===== config.mk =====
export PLATFORM = sky130hd
export DESIGN_NAME = uart_rx_buffer
export DESIGN_NICKNAME = d
export VERILOG_FILES = /design/src/rtl/uart_rx_buffer_pkg.sv /design/src/rtl/rx_fifo.sv /design/src/rtl/uart_rx_buffer.sv
export SDC_FILE = /design/constraint.sdc
export NUM_CORES = 1
export LEC_CHECK = 0
export CAP_MARGIN = 5
export CORE_MARGIN = 1.5
export CORE_UTILIZATION = 30
export DETAILED_ROUTE_END_ITERATION = 10
export PLACE_DENSITY_LB_ADDON = 0.1
export SYNTH_ARGS = -nofsm -noshare
export SYNTH_HDL_FRONTEND = slang
export SYNTH_SLANG_ARGS = --single-unit

===== constraint.sdc =====
create_clock -name clk -period 4.5 [get_ports clk]
set_clock_uncertainty 0.2 [all_clocks]
set_input_delay 0.9 -clock clk [delete_from_list [all_inputs] [get_ports clk]]
set_output_delay 0.9 -clock clk [all_outputs]
set_load 0.01 [all_outputs]

===== src/rtl/uart_rx_buffer_pkg.sv =====
// rtl/uart_rx_buffer_pkg.sv - shared receiver state encoding and 8N1 frame constants
package uart_rx_buffer_pkg;

    localparam int DATA_BITS = 8;
    localparam int STOP_BITS = 1;

    typedef enum logic [1:0] {
        ST_IDLE  = 2'd0,
        ST_START = 2'd1,
        ST_DATA  = 2'd2,
        ST_STOP  = 2'd3
    } rx_state_e;

endpackage


===== src/rtl/rx_fifo.sv =====
// rtl/rx_fifo.sv - register-array byte FIFO with wrapping pointers and a separate occupancy count
module rx_fifo #(
    parameter int DEPTH_LOG2 = 4
) (
    input  logic                  clk,
    input  logic                  reset,
    input  logic                  push,
    input  logic [7:0]            din,
    input  logic                  pop,
    output logic [7:0]            dout,
    output logic [DEPTH_LOG2:0]   count
);

    localparam int DEPTH = 1 << DEPTH_LOG2;
    localparam int CW    = DEPTH_LOG2 + 1;

    logic [7:0]            mem [DEPTH];
    logic [DEPTH_LOG2-1:0] wr_ptr_q, wr_ptr_d;
    logic [DEPTH_LOG2-1:0] rd_ptr_q, rd_ptr_d;
    logic [CW-1:0]         count_q, count_d;
    logic                  full;
    logic                  do_push;
    logic                  do_pop;

    assign full    = (count_q == CW'(DEPTH));
    assign do_pop  = pop && (count_q != '0);
    // A simultaneous pop frees the head slot, so a push into a full FIFO still lands.
    assign do_push = push && (!full || do_pop);

    always_comb begin
        wr_ptr_d = wr_ptr_q;
        rd_ptr_d = rd_ptr_q;
        count_d  = count_q;
        if (do_push) begin
            wr_ptr_d = wr_ptr_q + DEPTH_LOG2'(1);
        end
        if (do_pop) begin
            rd_ptr_d = rd_ptr_q + DEPTH_LOG2'(1);
        end
        case ({do_push, do_pop})
            2'b10:   count_d = count_q + CW'(1);
            2'b01:   count_d = count_q - CW'(1);
            default: count_d = count_q;
        endcase
    end

    always_ff @(posedge clk) begin
        if (reset) begin
            wr_ptr_q <= '0;
            rd_ptr_q <= '0;
            count_q  <= '0;
        end else begin
            wr_ptr_q <= wr_ptr_d;
            rd_ptr_q <= rd_ptr_d;
            count_q  <= count_d;
        end
    end

    always_ff @(posedge clk) begin
        if (do_push) begin
            mem[wr_ptr_q] <= din;
        end
    end

    assign dout  = mem[rd_ptr_q];
    assign count = count_q;

endmodule


===== src/rtl/uart_rx_buffer.sv =====
// rtl/uart_rx_buffer.sv - 8N1 UART receiver feeding a byte FIFO; RX_OVERRUN_EN adds a sticky overrun flag
module uart_rx_buffer
    import uart_rx_buffer_pkg::*;
#(
    parameter int CLKS_PER_BIT = 868,
    parameter int DEPTH_LOG2   = 4
) (
    input  logic                  clk,
    input  logic                  reset,
    input  logic                  rxd,
    input  logic                  pop,
    output logic [7:0]            rx_data,
    output logic                  rx_wait,
    output logic [DEPTH_LOG2:0]   count,
    output logic                  frame_error
`ifdef RX_OVERRUN_EN
    ,
    output logic                  overrun
`endif
);

    localparam int DEPTH = 1 << DEPTH_LOG2;
    localparam int CW    = DEPTH_LOG2 + 1;
    localparam int TW    = $clog2(CLKS_PER_BIT);
    localparam int BW    = $clog2(DATA_BITS);
    localparam logic [TW-1:0] T_HALF   = TW'(CLKS_PER_BIT / 2 - 1);
    localparam logic [TW-1:0] T_FULL   = TW'(CLKS_PER_BIT - 1);
    localparam logic [BW-1:0] LAST_BIT = BW'(DATA_BITS - 1);

    logic                 sync1_q, sync2_q, prev_q;
    logic                 rxd_s;
    rx_state_e            state_q, state_d;
    logic [TW-1:0]        timer_q, timer_d;
    logic [BW-1:0]        bit_cnt_q, bit_cnt_d;
    logic [DATA_BITS-1:0] shift_q, shift_d;
    logic                 frame_error_q, frame_error_d;
    logic                 push;
    logic [CW-1:0]        fifo_count;

    assign rxd_s = sync2_q;

    always_ff @(posedge clk) begin
        if (reset) begin
            sync1_q       <= 1'b1;
            sync2_q       <= 1'b1;
            prev_q        <= 1'b1;
            state_q       <= ST_IDLE;
            timer_q       <= '0;
            bit_cnt_q     <= '0;
            shift_q       <= '0;
            frame_error_q <= 1'b0;
        end else begin
            sync1_q       <= rxd;
            sync2_q       <= sync1_q;
            prev_q        <= sync2_q;
            state_q       <= state_d;
            timer_q       <= timer_d;
            bit_cnt_q     <= bit_cnt_d;
            shift_q       <= shift_d;
            frame_error_q <= frame_error_d;
        end
    end

    always_comb begin
        state_d       = state_q;
        timer_d       = timer_q + TW'(1);
        bit_cnt_d     = bit_cnt_q;
        shift_d       = shift_q;
        frame_error_d = 1'b0;
        push          = 1'b0;
        case (state_q)
            ST_IDLE: begin
                timer_d = '0;
                // Edge-triggered start: after a bad stop bit the line must return high first.
                if (prev_q && !rxd_s) begin
                    state_d = ST_START;
                end
            end
            ST_START: begin
                if (timer_q == T_HALF) begin
                    timer_d   = '0;
                    bit_cnt_d = '0;
                    state_d   = rxd_s ? ST_IDLE : ST_DATA;
                end
            end
            ST_DATA: begin
                if (timer_q == T_FULL) begin
                    timer_d   = '0;
                    shift_d   = {rxd_s, shift_q[DATA_BITS-1:1]};
                    bit_cnt_d = bit_cnt_q + BW'(1);
                    if (bit_cnt_q == LAST_BIT) begin
                        state_d = ST_STOP;
                    end
                end
            end
            ST_STOP: begin
                if (timer_q == T_FULL) begin
                    timer_d = '0;
                    state_d = ST_IDLE;
                    if (rxd_s) begin
                        push = 1'b1;
                    end else begin
                        frame_error_d = 1'b1;
                    end
                end
            end
            default: begin
                state_d = ST_IDLE;
            end
        endcase
    end

    rx_fifo #(
        .DEPTH_LOG2(DEPTH_LOG2)
    ) u_fifo (
        .clk   (clk),
        .reset (reset),
        .push  (push),
        .din   (shift_q),
        .pop   (pop),
        .dout  (rx_data),
        .count (fifo_count)
    );

    assign count       = fifo_count;
    assign rx_wait     = (fifo_count == '0);
    assign frame_error = frame_error_q;

`ifdef RX_OVERRUN_EN
    logic overrun_q;

    always_ff @(posedge clk) begin
        if (reset) begin
            overrun_q <= 1'b0;
        end else if (push && (fifo_count == CW'(DEPTH)) && !pop) begin
            overrun_q <= 1'b1;
        end
    end

    assign overrun = overrun_q;
`endif

endmodule


==> impl_metrics.json, run 1 <==
{
  "ioPinCount": 19,
  "ys_seq_elements": 172,
  "post-route-util": 0.3612,
  "post-dp-hpwl_um": 9611,
  "total_power_mw": 3.190,
  "grt_max_degree": 35,
  "end_kind": "output pin",
  "arrival_ps": 2760,
  "port_buffers": 18,
  "hold_buffers": 0,
  "fin_crit_sh": 0.8581,
  "crit_buf_inv": 2,
  "ant_nets": 0,
  "syn_area_sq_um": 7007,
  "placed_cell_area_sq_um": 7631,
  "relSlewSlack": 0.4995,
  "syn_area_per_cell_sq_um": 15.37,
  "pre_cts_slack_ps": 575.3,
  "drtPass1Iterations": 4,
  "cp_max_fo": 12,
  "clk_pin_slew_worst_paths_ps": 60,
  "die_area_sq_um": 24280,
  "tightest_slew_ps": 749.1,
  "track_usage": 0.1348,
  "wl_per_cell_um": 18.59,
  "grt_pass1_vias": 3986,
  "clock_path_buffers": 2,
  "layout-drive-gt1-share": 0.1833,
  "cpPeakStageDelay_ps": 560,
  "synthesis.nets": 473,
  "synth_top_area_frac": 0.5486,
  "ys_async_sr_fraction": 0,
  "grt_pass1_wl_um": 23590,
  "start_util": 0.3076,
  "core_sq_um": 22780,
  "dieHeight_um": 155.8,
  "hp-class": "flip-flop to flip-flop",
  "clock_latency_ps": 420,
  "wl_um": 15150,
  "h-tree-depth": 4,
  "root_buffer": "clkbuf_16",
  "worstPathCellList": "buf_4 -> mux4_2 -> a22oi_1 -> nand2_1 -> clkdlybuf4s50_1",
  "fmax_mhz": 259.0,
  "layout_common_cells": "edfxtp_1 (128), dfxtp_1 (43), nor2_1 (32), mux4_2 (32), nand2_1 (25)",
  "synth_largest_area_cell": "edfxtp_1",
  "drc": 0,
  "cts_buffers": 17,
  "hold_viol": 0,
  "path_class": "flip-flop to output pin",
  "leakage_nw": 2.639,
  "fin_cells": 815,
  "mostFrequentLayoutCell": "edfxtp_1",
  "synth_area_leaders": "edfxtp_1 (55%), dfxtp_1 (13%), mux4_2 (10%)",
  "drtIter0Drc": 253,
  "via_per_inst": 4.710,
  "crit_path_start_kind": "flip-flop",
  "antenna_cells": 0,
  "slew_viol_final": 0,
  "period_minus_slack_ps": 3861,
  "ys_types": 53,
  "irDropWorstVdd_v": 0.0002120,
  "cts.sinks": 172,
  "holdWs_ps": 215.8,
  "finalSetupViolCount": 0,
  "ys.warnings.count": 0,
  "crit_slowest_cell": "dfxtp_2",
  "final_nets": 507,
  "powerDensity_nw_per_um2": 387.7,
  "postCtsSetupBuffers": 0,
  "rsz0062_at_grt": "false",
  "area_growth_pct": 17.43,
  "synth_edf_count": 128,
  "synthFlopType": "edfxtp_1",
  "postCtsResizedCells": 0,
  "synthCells": 456,
  "status": "finished, final reports clean",
  "dp_cells": 784,
  "grt_overflow": 0,
  "crit_family": "buffers and inverters",
  "fin_tns_setup_ps": 0,
  "yosysSeqAreaShare": 0.6743,
  "gp_congestion": 0.7238,
  "cap_violations": 0,
  "setup_slack_ps": 638.5,
  "crit_required_ps": 3400,
  "antenna_found_initial": 0,
  "final_area_sq_um": 8228,
  "fillCellCount": 2151,
  "cts_tree": "done",
  "dieWidth_um": 155.8,
  "vias": 3839,
  "num_rows": 55
}
## kinds of logic (layout without fill, tap and decap cells)
logic type | after synthesis | in the layout | synth area share
flops | 172 | 172 | 0.6743
simple gates | 135 | 135 | 0.1032
compound gates | 56 | 56 | 0.05697
mux | 35 | 35 | 0.1071
buf+inv | 32 | 78 | 0.01893
fa+ha+maj | 13 | 13 | 0.02321
xor+xnor | 13 | 13 | 0.01625
## layout make-up
type | instances | area, sq um | share of cell area
clock inverters | 13 | 167.7 | 0.02038
multi-input cells | 252 | 2150 | 0.2613
inverters | 9 | 33.78 | 0.004106
repair buffers | 38 | 330.3 | 0.04015
well taps | 313 | 391.6 | 0.04760
flip-flops and latches | 172 | 4726 | 0.5744
clock buffers | 18 | 429.2 | 0.05216
## Yosys cell counts, types with 3 or more instances
| master | count |
|---|---|
| edfxtp_1 | 128 |
| dfxtp_1 | 44 |
| mux4_2 | 32 |
| nor2_1 | 32 |
| nand2_1 | 25 |
| nand3_1 | 23 |
| a22oi_1 | 16 |
| a21oi_1 | 15 |
| ha_1 | 13 |
| clkbuf_1 | 12 |
| nand4_1 | 9 |
| inv_1 | 8 |
| nor3_1 | 8 |
| xor2_1 | 8 |
| buf_2 | 7 |
| nor2b_1 | 7 |
| nand2b_1 | 6 |
| o21ai_0 | 6 |
| xnor2_1 | 5 |
| and3_1 | 3 |
| buf_1 | 3 |
| mux2i_1 | 3 |
| nand4b_1 | 3 |
| o31ai_1 | 3 |
| or2_2 | 3 |
## flip-flops by register name, summed over array words and instances (netlist names), named ones only
signal / flops
bit_cnt_q: 3
frame_error: 1
prev_q: 1
rxd_s: 1
shift_q: 8
state_q: 1
sync1_q: 1
timer_q: 10
u_fifo.count: 5
u_fifo.mem: 128
u_fifo.rd_ptr_q: 4
u_fifo.wr_ptr_q: 4
## where the power goes
group | switching (mW) | internal (mW) | total, mW
clock | 0.613 | 0.877 | 1.49
combinational | 0.00967 | 0.00555 | 0.0152
sequential | 0.00251 | 1.68 | 1.68
## per-layer routing
metal,up-vias,share of wire,track usage
met3,6,0.027,0.03111
met2,40,0.46,0.2119
met5,-,0,0
met1,1953,0.50,0.1866
met4,0,0.0067,0.03810
li1,1840,-,-
## worst paths after layout
kind / from / end / slack, ps / depth (start not counted)
worst min-delay path: sync1_q$_SDFF_PP1_ / rxd_s$_SDFF_PP1_ / 220 / 1
worst min register to register: sync1_q$_SDFF_PP1_ / rxd_s$_SDFF_PP1_ / 220 / 1
worst max-delay path: flip-flop / rx_data[3] / 640 / 5
worst max register to register: timer_q[0]$_SDFF_PP0_ / u_fifo.count[4]$_SDFFE_PP0P_ / 870 / 10
(Power assumes the default switching activity.)
==> run 2: changes to the inputs <==
--- a/config.mk
+++ b/config.mk
@@ -5,9 +5,11 @@
 export SDC_FILE = /design/constraint.sdc
 export NUM_CORES = 1
 export LEC_CHECK = 0
+export ABC_CLOCK_PERIOD_IN_PS = 4500
 export CAP_MARGIN = 5
 export CORE_MARGIN = 1.5
 export CORE_UTILIZATION = 30
+export CTS_BUF_LIST = sky130_fd_sc_hd__clkbuf_2 sky130_fd_sc_hd__clkbuf_4 sky130_fd_sc_hd__clkbuf_8
 export DETAILED_ROUTE_END_ITERATION = 10
 export PLACE_DENSITY_LB_ADDON = 0.1
 export SYNTH_ARGS = -nofsm -noshare
==> impl_metrics.json, run 2 (synthesis gave the netlist of run 1 again) <==
{
  "status": "finished, final reports clean",
  "arrival_ps": 2800,
  "crit_slowest_cell": "dfxtp_2",
  "clockPowerShare": 0.397,
  "grt_pass1_vias": 3999,
  "postCtsResizedCells": 0,
  "hp-class": "flip-flop to flip-flop",
  "top_register": "u_fifo.mem",
  "hold_buffers": 0,
  "crit_required_ps": 3400,
  "final_nets": 507,
  "post-dp-hpwl_um": 9611,
  "area_growth_pct": 14.75,
  "p_sw_mw": 0.5715,
  "cp_max_fo": 12,
  "fmax_mhz": 256.2,
  "crit_family": "buffers and inverters",
  "vias": 3862,
  "fin_crit_sh": 0.8674,
  "fillCellCount": 2168,
  "port_buffers": 18,
  "track_usage": 0.1339,
  "period_minus_slack_ps": 3903,
  "worstPathCellList": "buf_4 -> mux4_2 -> a22oi_1 -> nand2_1 -> clkdlybuf4s50_1",
  "layout-drive-gt1-share": 0.1853,
  "p_seq_frac": 0.597,
  "p_sw_frac": 0.2030,
  "core_sq_um": 22780,
  "grt_max_degree": 35,
  "dieHeight_um": 155.8,
  "cts_buffers": 17,
  "postCtsSetupBuffers": 0,
  "path_class": "flip-flop to output pin",
  "use_met1": 0.1856,
  "setup_slack_ps": 596.8,
  "num_rows": 55,
  "drc": 0,
  "cts_tree": "done",
  "pre_cts_slack_ps": 575.3,
  "end_kind": "output pin",
  "h-tree-depth": 4,
  "grt_overflow": 0,
  "leakage_nw": 2.555,
  "crit_buf_inv": 2,
  "clock_latency_ps": 440,
  "grt-busiest-layer": "met2",
  "antenna_cells": 0,
  "grt_pass1_wl_um": 23560,
  "slew_viol_final": 0,
  "grtUsageMet2": 0.2119,
  "final_area_sq_um": 8040,
  "ioPinCount": 19,
  "start_util": 0.3076,
  "die_area_sq_um": 24280,
  "antenna_found_initial": 0,
  "mostFrequentLayoutCell": "edfxtp_1",
  "rsz0062_at_grt": "false",
  "power.share.combinational": 0.005,
  "root_buffer": "clkbuf_8",
  "ant_nets": 0,
  "drtIter0Drc": 231,
  "crit_path_start_kind": "flip-flop",
  "hold_viol": 0,
  "gp_congestion": 0.7238,
  "dieWidth_um": 155.8,
  "gr-usage-met3": 0.03111,
  "largest_reg_flops": 128,
  "drtPass1Iterations": 4,
  "clock_path_buffers": 2,
  "top_regs": "u_fifo.mem: 128 flops, timer_q: 10 flops, shift_q: 8 flops",
  "cts.sinks": 172,
  "placed_cell_area_sq_um": 7631,
  "relSlewSlack": 0.4945,
  "powerDensity_nw_per_um2": 350.2,
  "layout_common_cells": "edfxtp_1 (128), dfxtp_1 (43), nor2_1 (32), mux4_2 (32), nand2_1 (25)",
  "wl_per_cell_um": 18.52,
  "finalSetupViolCount": 0,
  "wl_um": 15090,
  "fin_tns_setup_ps": 0,
  "cap_violations": 0,
  "cpPeakStageDelay_ps": 570,
  "irDropWorstVdd_v": 0.0001958,
  "tightest_slew_ps": 756.7,
  "internal_power_mw": 2.244,
  "via_per_inst": 4.739,
  "clk_pin_slew_worst_paths_ps": 90
}
==> run 2: changes by cell type in the layout (fill, tap and decap cells not counted) <==
cell | before | now
clkbuf_1 | 1 | 0
clkbuf_16 | 17 | 0
clkbuf_8 | 0 | 17
clkbuf_4 | 0 | 1
==> run 2: power by group through the flow <==
| stage | registers, mW | logic (mW) | clock network, mW |
|---|---|---|---|
| after floorplan | 1.72 | 0.00925 | 0 |
| after global placement | 1.72 | 0.0151 | 0 |
| after detailed placement | 1.72 | 0.0153 | 0 |
| after CTS | 1.68 | 0.0153 | 1.16 |
| after global routing | 1.68 | 0.0167 | 1.23 |
| final | 1.68 | 0.0152 | 1.12 |
==> run 2: final cells by class <==
| type | count | area (sq um) | area share |
|---|---|---|---|
| Sequential cell | 172 | 4726 | 0.5878 |
| Multi-Input combinational cell | 252 | 2150 | 0.2674 |
| Tap cell | 313 | 391.6 | 0.04871 |
| Timing Repair Buffer | 38 | 330.3 | 0.04108 |
| Clock buffer | 18 | 241.5 | 0.03003 |
| Clock inverter | 13 | 167.7 | 0.02085 |
| Inverter | 9 | 33.78 | 0.004202 |
==> run 2: worst paths after layout <==
path	startpoint	endpoint	slack, ps	cells past startpoint
worst max-delay path	flip-flop	rx_data[3]	600	5
worst min-delay path	sync1_q$_SDFF_PP1_	rxd_s$_SDFF_PP1_	220	1
worst max register to register	timer_q[0]$_SDFF_PP0_	u_fifo.count[4]$_SDFFE_PP0P_	860	10
worst min register to register	sync1_q$_SDFF_PP1_	rxd_s$_SDFF_PP1_	220	1
==> run 2: stage by stage <==
stage	std cells	utilization	hold slack (ps)	total power [mW]
floorplan	456	-	189.5	1.727
global placement	784	0.3350	200.4	1.734
detailed placement	784	0.3350	198.9	1.734
CTS	815	0.3530	229.9	2.860
global route	815	0.3530	234.5	2.925
finish	815	0.3530	220.8	2.816
==> run 2: worst register-to-register path, delay by kind of cell (launching register included) <==
family	cells	cell delay (ps)
and+or+nand+nor	5	1510
adders and majority gates	3	1000
AOI/OAI and AO/OA	2	460
DFF	1	410
==> run 2: per-layer routing <==
| layer | wire [um] | vias to the layer above |
|---|---|---|
| met2 | 7093 | 45 |
| li1 | - | 1839 |
| met3 | 462 | 5 |
| met4 | 70 | 0 |
| met5 | 0 | - |
| met1 | 7466 | 1973 |
==> edit, RTL diff (config.mk and constraints of run 1) <==
Add a define of `RX_OVERRUN_EN`.
--- a/src/rtl/uart_rx_buffer.sv
+++ b/src/rtl/uart_rx_buffer.sv
@@ -1,3 +1,5 @@
 // rtl/uart_rx_buffer.sv - 8N1 UART receiver feeding a byte FIFO; RX_OVERRUN_EN adds a sticky overrun flag
+`define RX_OVERRUN_EN
+
 module uart_rx_buffer
     import uart_rx_buffer_pkg::*;
Check against the original RTL (old outputs only; new: overrun): equivalent (Yosys induction, for registers that start in step).
==> edit against run 1 <==
  * Cell area shrank 0.33%
  * Synthesized area is 0.39% higher
  * Routed wire length down 0.18%
  * Setup slack gained 89 ps
  * Hold slack got worse by 4.1 ps
  * Sequential share of layout area grew 0.44 points
  * Sequential cell count up 1
  * Non-clock buffer count decreased by 11
  * Critical endpoint is now rx_data[2]
  * Largest cell class unchanged
Power is not compared: it rests on default switching activity, and its combinational part moved more than twofold at a synthesized area within 25%.
==> edit: results <==
set metrics [dict create \
    status "finished, final reports clean" \
    seq_area_frac_synth_pct 67.45 \
    wirelength_mm 15.13 \
    dp.final_hpwl_mm 9.741 \
    min-delay-start "sync1_q" \
    ys_top_cells_by_area "edfxtp_1, dfxtp_1, mux4_2" \
    cts_inserted_buffers 17 \
    synth_cell_types 52 \
    antenna_found_initial 0 \
    grt_pass1_wl_mm 23.62 \
    cts_resized 0 \
    synth_fp_nets 455 \
    grt_max_degree 33 \
    drtIter0Drc 124 \
    slew-limit-headroom_pct 39.56 \
    slowest_delay_ps 610 \
    ys_top_cells_by_count "edfxtp_1, dfxtp_1, mux4_2" \
    gp_congestion 0.8034 \
    ir_drop_uv 217.9 \
    cp.arrival_ps 2670 \
    path_max_fanout 32 \
    cp_slowest_cell "mux4_2" \
    synth-edff-count 128 \
    cp_top_family "multiplexers" \
    via_per_inst 4.750 \
    fillCellCount 2200 \
    nets 475 \
    route.detailed.drc 0 \
    numPortBuffers 19 \
    worstHoldPathType "reg -> reg" \
    holdWs_ps 211.6 \
    wl_met2_mm 7.432 \
    wl_met1_mm 7.112 \
    crit-reg2reg-launch "u_fifo.count[1]" \
    drive_gt1_share_pct 19.75 \
    r2r_slack_ps 1020 \
    firstDrtPassIters 4 \
    place_area_sq_um 7605 \
    track_usage_pct 13.44 \
    reg_top3 "u_fifo.mem x128, timer_q x10, shift_q x8" \
    wl_met3_um 469 \
    grt_pass1_vias 3937 \
]
-- edit: cell count changes in the layout (fill, tap and decap cells not counted), moves of 5 or more --
cell and delta:
nor2_1 -8, and4_1 +7, a22oi_1 -14, mux4_2 +8, a21oi_1 +7, nor2b_1 -5
buf_4 -13, nor3_1 -7, nand3_1 -14, and2_1 +6
-- edit: layout make-up --
class	instances	area, sq um	share of cell area [%]
multi-input combinational	230	2171	26.47
tap	313	391.6	4.776
sequential	173	4746	57.87
inverter	9	33.78	0.4120
timing repair buffer	27	262.8	3.204
clock inverter	15	170.2	2.075
clock buffer	17	425.4	5.188
-- edit: worst max path at each step --
stage	slack, ps	cells after the start	endpoint	startpoint
floorplan	1190	14	u_fifo.count[2]	u_fifo.count[1]
global placement	610	10	u_fifo.count[4]	pop
detailed placement	540	10	u_fifo.count[4]	pop
CTS	680	4	rx_data[2]	flip-flop
global route	640	4	rx_data[2]	flip-flop
finish	730	4	rx_data[2]	flip-flop
-- edit: cells by family after synthesis --
| kind of cell | after synthesis | share of synthesized area [%] |
|---|---|---|
| compound gates | 45 | 3.896 |
| xor+xnor | 14 | 1.743 |
| fa+ha+maj | 13 | 2.312 |
| buf+inv | 35 | 2.045 |
| flops | 173 | 67.45 |
| mux | 42 | 13.09 |
| simple gates | 116 | 9.463 |
-- edit: power by group through the flow --
stage	combinational [W]	clock [W]	sequential [W]
floorplan	0.000157	0	0.00174
global placement	0.000213	0	0.00175
detailed placement	0.000216	0	0.00175
CTS	0.000217	0.00151	0.00171
global route	0.000234	0.00157	0.00172
finish	0.000214	0.00147	0.00172
-- edit: metal layers --
metal  GRT usage [%]  vias to the layer above
met5               0                        -
met4           3.810                        0
met3           3.389                        6
met2           22.10                       52
met1           17.57                     1919
li1                -                     1747
-- edit: worst reg2reg max path: cells and delay by family, from the launching register on --
kind            cells  cell delay [ps]
flops               1              400
fa+ha+maj           2              640
compound gates      2              200
simple gates        5             1830
buf+inv             1              160
-- edit: stage by stage --
stage	utilization, %	setup WS (ps)	std cells
after floorplan	-	1191	438
after global placement	33.29	608.9	752
after detailed placement	33.29	539.5	752
after CTS	35.89	685.0	784
after global routing	35.89	637.5	784
final	35.89	727.4	784
